<file path="src/rtl/r30_keystream_engine.sv">
// -----------------------------------------------------------------------------
// r30_keystream_engine
//   Sequential Rule 30 keystream generator. A seed row of N cells is loaded and
//   evolved for D generations, one generation per clock, on a cyclic ring. The
//   final row is presented as the keystream word with a valid/ready handshake.
//
//   Parameters
//     N  cell count, seed and keystream width (N >= 3)
//     D  generations per seed (D >= 1)
//
//   Ports
//     clk           in   rising-edge clock
//     rst           in   asynchronous reset, active-high
//     in_valid      in   seed offered
//     in_ready      out  engine can accept a seed (IDLE only)
//     seed          in   [N-1:0] initial row, sampled on in_valid && in_ready
//     out_valid     out  keystream word available (DONE)
//     out_ready     in   downstream accepts keystream
//     keystream     out  [N-1:0] row after D generations, stable while out_valid
//     busy          out  high while generations are being computed
//     column_slice  out  [D-1:0] centre-cell history (COLUMN_SLICE_EN only)
//
//   Build option
//     COLUMN_SLICE_EN  when defined, adds the column_slice port and the D-bit
//                      history register; handshake and timing are unchanged.
// -----------------------------------------------------------------------------
module r30_keystream_engine #(
    parameter int N = 128,
    parameter int D = 256
) (
    input  logic         clk,
    input  logic         rst,
    input  logic         in_valid,
    output logic         in_ready,
    input  logic [N-1:0] seed,
    output logic         out_valid,
    input  logic         out_ready,
    output logic [N-1:0] keystream,
`ifdef COLUMN_SLICE_EN
    output logic [D-1:0] column_slice,
`endif
    output logic         busy
);

    localparam int CW = $clog2(D + 1);

    typedef enum logic [1:0] {
        IDLE = 2'd0,
        RUN  = 2'd1,
        DONE = 2'd2
    } state_t;

    state_t        state_q, state_d;
    logic [N-1:0]  row_q, row_d;
    logic [N-1:0]  nxt;
    logic [CW-1:0] cnt_q, cnt_d;
    logic          last_gen;

    // Generation index D-1 is the final update of this seed.
    assign last_gen = (cnt_q == CW'(D - 1));

    // Rule 30 on a ring: the left neighbour of cell i is i+1, the right is i-1.
    for (genvar i = 0; i < N; i++) begin : g_cell
        localparam int L = (i + 1) % N;
        localparam int R = (i + N - 1) % N;
        assign nxt[i] = row_q[L] ^ (row_q[i] | row_q[R]);
    end

    // ---------------- FSM: state register ----------------
    always_ff @(posedge clk or posedge rst) begin
        if (rst) state_q <= IDLE;
        else     state_q <= state_d;
    end

    // ---------------- FSM: next state ----------------
    always_comb begin
        state_d = state_q;
        case (state_q)
            IDLE:    if (in_valid)  state_d = RUN;
            RUN:     if (last_gen)  state_d = DONE;
            DONE:    if (out_ready) state_d = IDLE;
            default:                state_d = IDLE;
        endcase
    end

    // ---------------- FSM: outputs ----------------
    always_comb begin
        in_ready  = 1'b0;
        busy      = 1'b0;
        out_valid = 1'b0;
        case (state_q)
            IDLE:    in_ready  = 1'b1;
            RUN:     busy      = 1'b1;
            DONE:    out_valid = 1'b1;
            default: ;
        endcase
    end

    // ---------------- Datapath ----------------
    always_comb begin
        row_d = row_q;
        cnt_d = cnt_q;
        case (state_q)
            IDLE: begin
                if (in_valid) begin
                    row_d = seed;
                    cnt_d = '0;
                end
            end
            RUN: begin
                row_d = nxt;
                // Return to zero on the last update so cnt stays within 0..D-1.
                cnt_d = last_gen ? '0 : cnt_q + 1'b1;
            end
            default: ;
        endcase
    end

    always_ff @(posedge clk or posedge rst) begin
        if (rst) begin
            row_q <= '0;
            cnt_q <= '0;
        end else begin
            row_q <= row_d;
            cnt_q <= cnt_d;
        end
    end

    // Keystream is the row register itself; it only changes on load or in RUN.
    assign keystream = row_q;

`ifdef COLUMN_SLICE_EN
    logic [D-1:0] cs_q, cs_d;

    // Bit k records the centre cell produced by update k.
    always_comb begin
        cs_d = cs_q;
        case (state_q)
            IDLE: if (in_valid) cs_d = '0;
            RUN: begin
                for (int k = 0; k < D; k++) begin
                    if (cnt_q == CW'(k)) cs_d[k] = nxt[N/2];
                end
            end
            default: ;
        endcase
    end

    always_ff @(posedge clk or posedge rst) begin
        if (rst) cs_q <= '0;
        else     cs_q <= cs_d;
    end

    assign column_slice = cs_q;
`endif

endmodule

</file>
<file path="config.mk">
export PLATFORM = sky130hd
export DESIGN_NAME = r30_keystream_engine
export DESIGN_NICKNAME = d
export VERILOG_FILES = /design/src/rtl/r30_keystream_engine.sv
export SDC_FILE = /design/constraint.sdc
export NUM_CORES = 1
export LEC_CHECK = 0
export CAP_MARGIN = 20
export CORE_MARGIN = 2
export CORE_UTILIZATION = 30
export DETAILED_ROUTE_END_ITERATION = 16
export PLACE_DENSITY = 0.57
export SLEW_MARGIN = 5
export SYNTH_ARGS = -nofsm -noshare
export SYNTH_HDL_FRONTEND = slang
export SYNTH_SLANG_ARGS = --single-unit
</file>
<file path="constraint.sdc">
create_clock -name clk -period 4.6 [get_ports clk]
set_clock_uncertainty 0.2 [all_clocks]
set_input_delay 0.69 -clock clk [delete_from_list [all_inputs] [get_ports clk]]
set_output_delay 0.69 -clock clk [all_outputs]
set_load 0.03 [all_outputs]
</file>
Word-level counts from Yosys, hierarchy flattened
Index checks and enable logic that the tools add are counted.

cells by class
  add/sub/neg operators = 1
  reduce and logical (&&, ||, !) cells = 4
  bitwise logic cells = 256
  mux-type cells = 12
  equality and inequality tests = 6

operators with widths
  kind                 number
  $pmux 128 s2         1
  $mux 128             1
  $or 1x1->1           128
  $xor 1x1->1          128
  $mux 9               2
  $pmux 9 s2           1
  $add 9x1->9 const B  1
  $eq 9x8->1 const B   1
  $mux 2               3
  $ne 2x2->1 const B   3
  $pmux 2 s3           1
  $mux 1               3
  $reduce_and 3->1     1
  $eq 2x1->1 const B   1
  $eq 2x2->1 const B   1
  $logic_not 2->1      1
  $reduce_and 2->1     1
  $reduce_bool 2->1    1

word-level totals
  logic and storage cells = 282
  input bits = 132
  register bits after elaboration = 139
  output and inout bits = 131

Longest topological paths before layout
Gate-level depths: netlist (run 1).

  word-level depth = 3
  depth in mapped cells = 6
  gate-level depth less buffers = 5

Worst setup path after synthesis (run 1)
Ideal clock, no wire load.

  kind = reg2out
  start point = reg state_q[1]
  end point = out busy
  path buffers = 2
  setup slack = 2541 ps
  cell stages (with the launch flop) = 5
  data required time = 3710 ps
  arrival time = 1169 ps
  path through = dfrtp_1 > nand2b_2 > inv_1 > buf_2 > buf_2

on the way
  longest elaborated chain between the ends = 2

ends and longest elaborated chain
  what                    RTL line  source
  start, declared         53        state_t state_q, state_d;
  start signal, assigned  72        else state_q <= state_d;
  $eq 2x1->1              91        case (state_q)
  $mux 1                  91
  end, declared           42        output logic busy

No other way between the ends.

Final worst setup path (run 1)
  start point = reg state_q[0]
  end point = out busy

The elaborated chain is that of the path after synthesis.

==> out/results.ini, run 1 <==
[sta]
drv_slew = 0
relSlewSlack_pct = 31.6
setup_ws_ns = 1.43
layout_min_cycle_time_ns = 3.17
worst_pin_slew_ns = 1.03
hold_viol_final = 0
rsz0062_at_grt = no
setup_viol = 0
finalCritPeriodShare_pct = 68.9
tns_ns = 0
clock.fmax_mhz = 315

[finish]
fin_area_um2 = 11200
diodes = 0
final_cell_mix = clkdlybuf4s50_1 (262), o21ai_0 (186), dfrtp_1 (139), or3_1 (128), nor2_1 (80)
layout-drive-gt1-share_pct = 4.16
syn_to_final_growth_pct = 45.4
final_common_cell = clkdlybuf4s50_1
final_net_count = 1250

[routing]
vias = 7640
finalWirelength_mm = 23.6
drt_first_pass_iters = 4
drt_drc_violations_left = 0
drt_first_iter_violations = 541
ant_nets = 0
post_drt_via_cell_ratio = 5.24
wire_per_inst_um = 16.2

[floorplanning]
row_count = 58
start_util_pct = 30.5
ios = 263
core_um2 = 25200
fp.dieArea_um2 = 26900
die_w_um = 164
die_h_um = 164

[logic_synthesis]
synth-edff-count = 0
synth-compound-area-share_pct = 23.3
synthSimpleGateAreaFrac_pct = 19.6
async_flop_share_pct = 100
synth_top_cell_area_share_pct = 45.3
synthesis.area_um2 = 7670
postSynthAreaPerCell_um2 = 8.75
ys.flop_type = dfrtp_1
synth_area_leaders = dfrtp_1 (45%), o21ai_0 (12%), or3_1 (10%)
yosys.area_share.adder_pct = 0.163
synth_top_family_by_area = compound AO/OA/AOI/OAI gates
syn_inst = 877
yosysWarnings = 0
ys_seq_area_share_pct = 45.3
synth-seq-cells = 139
muxShareOfSynthArea_pct = 7.30
syn-num-nets = 1010
synth.distinct_cells = 33
synth_top_cell_by_area = dfrtp_1
synth_xor_area_share_pct = 0.685

[clock_network]
cts_setup_buffers = 0
cts_buffers = 17
cts_tree = done
ctsLongestPathBuffers = 2
htreeDepth = 4
hold_buffers = 0
clockRootBuffer = clkbuf_16
path_clk_slew_ns = 0.06
ctsResizeCount = 0
insertion_delay_ns = 0.42
cts_sinks = 139

[global_route]
grt_usage_pct = 17.2
grt_first_pass_wirelength_mm = 37.6
antenna_found_initial = 0
grt_max_degree = 114
grt_overflow = 0
grt_pass1_vias = 7110

[placement]
dp_hpwl_mm = 15.3
placed_cell_area_um2 = 10500
dp_slack_ns = 1.58
place_congestion = 0.752
port_buffers = 262

[power]
power_frac_comb_pct = 49.8
vdd_drop_max_mv = 0.411
p_seq_share_pct = 33.9
leakage_nw = 4.39
intPower_w = 0.00471
cellPowerDensity_nw_per_um2 = 770
sw_frac_of_total_pct = 45.2
switchingPower_w = 0.00388
clkPwrFrac_pct = 16.3

[hold_path]
hold_class = flip-flop to flip-flop

[worst_setup_path]
worstPathMaxFanout = 87
crit_path_start_kind = flip-flop
crit_path_end_kind = output pin
crit_required_ns = 3.71
arrival_ns = 2.28
critPathKind = flip-flop to output pin

[job]
maxCapViolCount = 0

[run_status]
outcome = finished clean

## flip-flops by register name (all words and copies together) (netlist names)
| register | count |
|---|---|
| state_q | 2 |
| keystream | 128 |
| cnt_q | 9 |
## Yosys cell counts, drive strengths merged (2+ instances only)
cell    number
mux2i       56
nand4        2
buf         36
clkbuf      14
inv          3
nand3       57
a21oi       72
xnor2        4
xor2         2
o22ai       72
nand2        9
dfrtp      139
nand2b       3
o21ai      186
nor3         3
or3        128
nor2        80
## stage by stage
| stage | total power, W | util [%] | hold WS (ns) | cells |
|---|---|---|---|---|
| floorplan | 0.00537 | - | 0.276 | 877 |
| global placement | 0.00714 | 41.9 | 0.291 | 1427 |
| detailed placement | 0.00721 | 41.9 | 0.329 | 1427 |
| CTS | 0.00867 | 44.2 | 0.342 | 1458 |
| global route | 0.00927 | 44.3 | 0.352 | 1459 |
| finish | 0.00859 | 44.3 | 0.328 | 1459 |
## layer usage
| metal | track usage, % | wire length (um) | vias to the layer above |
|---|---|---|---|
| met5 | 0 | 0 | - |
| met2 | 26.2 | 10500 | 225 |
| met3 | 6.67 | 2130 | 12 |
| met4 | 3.43 | 159 | 0 |
| met1 | 23.3 | 10800 | 3638 |
| li1 | - | - | 3765 |
## final timing paths
path	start	end	slack, ns	cells past startpoint
min in group asynchronous	rst	keystream[10]	0.39	2
hold / removal	cnt_q[1]	cnt_q[1]	0.33	2
setup / recovery	state_q[0]	busy	1.43	3
setup reg to reg	state_q[1]	keystream[103]	1.92	5
hold reg to reg	cnt_q[1]	cnt_q[1]	0.33	2
max in group asynchronous	rst	keystream[87]	2.99	4
## power groups by stage
| stage | clock network, W | registers (W) | logic (W) |
|---|---|---|---|
| after global placement | 0 | 0.00289 | 0.00425 |
| after floorplan | 0 | 0.00377 | 0.00160 |
| final | 0.00140 | 0.00291 | 0.00428 |
| after detailed placement | 0 | 0.00291 | 0.00431 |
| after global routing | 0.00150 | 0.00308 | 0.00470 |
| after CTS | 0.00144 | 0.00290 | 0.00432 |
## critical path: stages (launching register included)
cell and delay [ns]:
dfrtp_1 0.51, nand2b_4 0.49, inv_2 0.18, clkdlybuf4s50_1 0.68
## cell families after synthesis
family | count (synthesis)
AO/OA/AOI/OAI | 335
AND/OR/NAND/NOR | 287
flip-flops | 139
multiplexers | 56
buffers and inverters | 53
XOR/XNOR | 6
adder cells (fa/ha/maj) | 1
## final cells by class
type                    instances  area (um2)
clock buffers                  19         453
well taps                     330         413
inverters                       3        15.0
fillers                      2440       14000
flip-flops and latches        139        3480
clock inverters                12         140
multi-input cells             685        3930
repair buffers                271        2730
No activity file was read; power rests on OpenSTA's default activity.
==> inputs of run 2 (changes only) <==
- PLACE_DENSITY: 0.57 -> 0.55
- clock period: 4.6 -> 3.2 ns (I/O delays scaled with it)
==> out/results.ini, run 2 (synthesis gave the netlist of run 1 again) <==
[run_status]
outcome = finished clean

[sta]
worst_hold_slack_ns = 0.259
worst_pin_slew_ns = 1.03
layout_min_cycle_time_ns = 2.53
setup_viol = 0
tns_ns = 0
finalCritPeriodShare_pct = 79.1
drv_slew = 0
hold_viol_final = 0
clock.fmax_mhz = 395
rsz0062_at_grt = no
setup_ws_ns = 0.668
relSlewSlack_pct = 31.5

[worst_setup_path]
crit_path_end_kind = output pin
crit_path_start_kind = flip-flop
rr_startpoint = state_q[1]
crit_required_ns = 2.52
critPathLaunch = state_q[0]
critPathKind = flip-flop to output pin
worstPathMaxFanout = 7
arrival_ns = 1.85

[clock_network]
cts_sinks = 139
cts_setup_buffers = 0
insertion_delay_ns = 0.41
hold_buffers = 0
htreeDepth = 4
path_clk_slew_ns = 0.07
clockRootBuffer = clkbuf_16
cts_tree = done
ctsResizeCount = 0
cts_buffers = 17
ctsLongestPathBuffers = 2

[global_route]
grt_first_pass_wirelength_mm = 38.0
grt_usage_pct = 17.4
grt_pass1_vias = 7264
antenna_found_initial = 1
grt_overflow = 0
grt_max_degree = 149

[floorplanning]
ios = 263
core_um2 = 25200
die_w_um = 164
start_util_pct = 30.5
row_count = 58
fp.dieArea_um2 = 26900
die_h_um = 164

[power]
switchingPower_w = 0.00558
intPower_w = 0.00665
power_frac_comb_pct = 50.5
sw_frac_of_total_pct = 45.6
vdd_drop_max_mv = 0.474
leakage_nw = 4.36
cellPowerDensity_nw_per_um2 = 1100
p_seq_share_pct = 34.0
clkPwrFrac_pct = 15.5

[finish]
final_net_count = 1249
diodes = 0
largest_reg_flops = 128
final_cell_mix = clkdlybuf4s50_1 (262), o21ai_0 (186), dfrtp_1 (139), or3_1 (128), nor2_1 (80)
fillers = 2458
layout-drive-gt1-share_pct = 3.90
final_common_cell = clkdlybuf4s50_1
syn_to_final_growth_pct = 45.3

[routing]
drt_drc_violations_left = 0
drt_first_iter_violations = 545
vias = 7697
post_drt_via_cell_ratio = 5.28
wire_per_inst_um = 16.2
ant_nets = 0
finalWirelength_mm = 23.6
drt_first_pass_iters = 5

[placement]
dp_slack_ns = 0.839
port_buffers = 262
dp_hpwl_mm = 15.2
place_congestion = 0.749

[hold_path]
hold_class = input port to async pin

[job]
maxCapViolCount = 0

[run 2: metal layers]
layer / vias up / share of wire [%] / wire [um] / track usage [%]
met1: 3689 / 48 / 11200 / 23.9
li1: 3773 / - / - / -
met2: 217 / 43 / 10200 / 26.0
met4: 2 / 0.95 / 224 / 4.47
met5: - / 0.055 / 13 / 0
met3: 16 / 8.5 / 2010 / 6.44
[run 2: path summary, 6_finish.rpt]
path	cells after the start	slack [ns]	endpoint
worst max-delay path	3	0.67	out_valid
worst min-delay path	2	0.26	keystream[19]
worst max register to register	5	1.07	keystream[122]
worst min register to register	2	0.31	cnt_q[1]
max in group asynchronous	3	1.77	keystream[69]
min in group clk	2	0.31	cnt_q[1]
[run 2: power by group through the flow]
| stage | Combinational, W | Clock [W] | Sequential [W] |
|---|---|---|---|
| final | 0.00617 | 0.00189 | 0.00416 |
| after global routing | 0.00678 | 0.00202 | 0.00443 |
| after CTS | 0.00623 | 0.00195 | 0.00416 |
| after detailed placement | 0.00620 | 0 | 0.00417 |
| after global placement | 0.00614 | 0 | 0.00415 |
| after floorplan | 0.00229 | 0 | 0.00542 |
[run 2: worst max-delay path, cell delays in order (launching register included)]
cell and delay, ns:
dfrtp_1 0.47, nand2b_1 0.22, inv_1 0.07, clkdlybuf4s50_1 0.68
[run 2: final cells by class]
class	count	area (um2)	area share, %
timing repair buffer	270	2760	24.7
sequential	139	3480	31.2
inverter	3	16.3	0.146
tap	330	413	3.70
clock inverter	12	115	1.03
multi-input combinational	685	3930	35.3
clock buffer	20	437	3.92
[run 2: metrics by stage]
| step | std cells | utilization, % | area [um2] | power (W) |
|---|---|---|---|---|
| after detailed placement | 1427 | 42.1 | 10600 | 0.0104 |
| after global placement | 1427 | 42.1 | 10600 | 0.0103 |
| after global routing | 1459 | 44.3 | 11200 | 0.0132 |
| after floorplan | 877 | - | 7680 | 0.00771 |
| final | 1459 | 44.3 | 11200 | 0.0122 |
| after CTS | 1459 | 44.3 | 11200 | 0.0124 |
==> inputs of run 3 (changes only) <==
- PLACE_DENSITY: 0.55 -> 0.57
- clock period: 3.2 -> 2.26 ns (I/O delays scaled with it)
==> out/results.ini, run 3 (synthesis gave the netlist of run 1 again) <==
[global_route]
grt_max_degree = 67
grt_use_met1_pct = 24.0
grtUsageMet2_pct = 26.9
grt_overflow = 0
grt_first_pass_wirelength_mm = 38.2
grt_util_met3_pct = 5.78
grt_pass1_vias = 7287
antenna_found_initial = 1
gr-max-usage-layer = met2
grt_usage_pct = 17.5

[worst_setup_path]
max_stage_delay_ns = 0.73
crit_path_start_kind = flip-flop
arrival_ns = 1.62
worstPathMaxFanout = 8
crit_path_end_kind = output pin
crit_required_ns = 1.72
crit_buf_inv = 1
cp_top_family = buffers and inverters
cp_slowest_cell = clkdlybuf4s50_1
path_cells = clkdlybuf4s50_1
critPathKind = flip-flop to output pin

[power]
intPower_w = 0.00970
switchingPower_w = 0.00792
leakage_nw = 4.50
cellPowerDensity_nw_per_um2 = 1550
sw_frac_of_total_pct = 45.0
p_seq_share_pct = 33.4
power_frac_comb_pct = 49.9
vdd_drop_max_mv = 0.797
clkPwrFrac_pct = 16.6

[routing]
drt_first_pass_iters = 5
drt_drc_violations_left = 0
drt_first_iter_violations = 562
wire_per_inst_um = 16.1
ant_nets = 0
post_drt_via_cell_ratio = 5.24
vias = 7719
finalWirelength_mm = 23.7

[clock_network]
cts_setup_buffers = 0
htreeDepth = 4
cts_buffers = 17
path_clk_slew_ns = 0.07
clockRootBuffer = clkbuf_16
insertion_delay_ns = 0.41
cts_tree = done
ctsLongestPathBuffers = 2
cts_sinks = 139
hold_buffers = 0

[finish]
final_cell_mix = clkdlybuf4s50_1 (258), o21ai_0 (186), dfrtp_1 (139), or3_1 (128), nor2_1 (80)
final_common_cell = clkdlybuf4s50_1
layout-drive-gt1-share_pct = 5.17
syn_to_final_growth_pct = 48.0
multi_input_area_um2 = 3930
fillers = 2433
final_net_count = 1262
largest_reg_flops = 128
seqCellArea_um2 = 3480

[floorplanning]
core_um2 = 25200
fp.dieArea_um2 = 26900
row_count = 58
ios = 263
die_h_um = 164
die_w_um = 164
start_util_pct = 30.5

[sta]
drv_slew = 0
finalCritPeriodShare_pct = 95.3
rsz0062_at_grt = no
setup_ws_ns = 0.105
layout_min_cycle_time_ns = 2.15
setup_viol = 0
relSlewSlack_pct = 70.1
hold_viol_final = 0
worst_pin_slew_ns = 0.449
clock.fmax_mhz = 464
tns_ns = 0

[hold_path]
hold_class = input port to async pin

[placement]
dp_slack_ns = 0.194
place_congestion = 0.777
dp_hpwl_mm = 16.1
port_buffers = 262

[job]
maxCapViolCount = 0

[run_status]
outcome = finished clean

[run 3: final timing paths]
check / startpoint / to / slack [ns] / cells past startpoint
max: keystream[33] / keystream[33] / 0.11 / 1
min: rst / keystream[22] / 0.03 / 2
min reg2reg: cnt_q[1] / cnt_q[1] / 0.32 / 2
max reg2reg: cnt_q[0] / cnt_q[6] / 0.29 / 5
min in group clk: out_ready / state_q[1] / 0.31 / 2
max in group asynchronous: rst / keystream[58] / 1.18 / 3
[run 3: what timing repair did]
action | in CTS | in global routing
resized for setup | 2 | 1
gates cloned | 0 | 0
endpoints found under the setup margin | 2 | 1
[run 3: area by class of cell]
type	instances	area share (%)
antenna	2	0.0441
clock buffer	20	3.93
clock inverter	12	1.44
inverter	3	0.132
multi-input combinational	685	34.6
sequential	139	30.6
tap	330	3.64
timing repair buffer	283	25.6
[run 3: layer usage]
metal / wire [um] / share of wire, %
met1: 11100 / 47
met2: 10600 / 44
met3: 1920 / 8.1
met4: 162 / 0.68
met5: 0 / 0
[run 3: power by group through the flow]
stage / clock network (W) / registers [W] / logic, W
3_3_place_gp: 0 / 0.00586 / 0.00871
5_1_grt: 0.00311 / 0.00625 / 0.00967
6_report: 0.00293 / 0.00589 / 0.00880
2_1_floorplan: 0 / 0.00767 / 0.00325
4_1_cts: 0.00300 / 0.00589 / 0.00889
3_5_place_dp: 0 / 0.00590 / 0.00885
[run 3: through the flow]
step           cells  total power, W  hold slack [ns]  area [um2]  util, %
2_1_floorplan    877          0.0109            0.247        7680        -
3_3_place_gp    1440          0.0146            0.303       10700     42.7
3_5_place_dp    1440          0.0147            0.313       10700     42.7
4_1_cts         1472          0.0178           0.0317       11400     45.1
5_1_grt         1472          0.0190           0.0479       11400     45.1
6_report        1474          0.0176           0.0314       11400     45.1
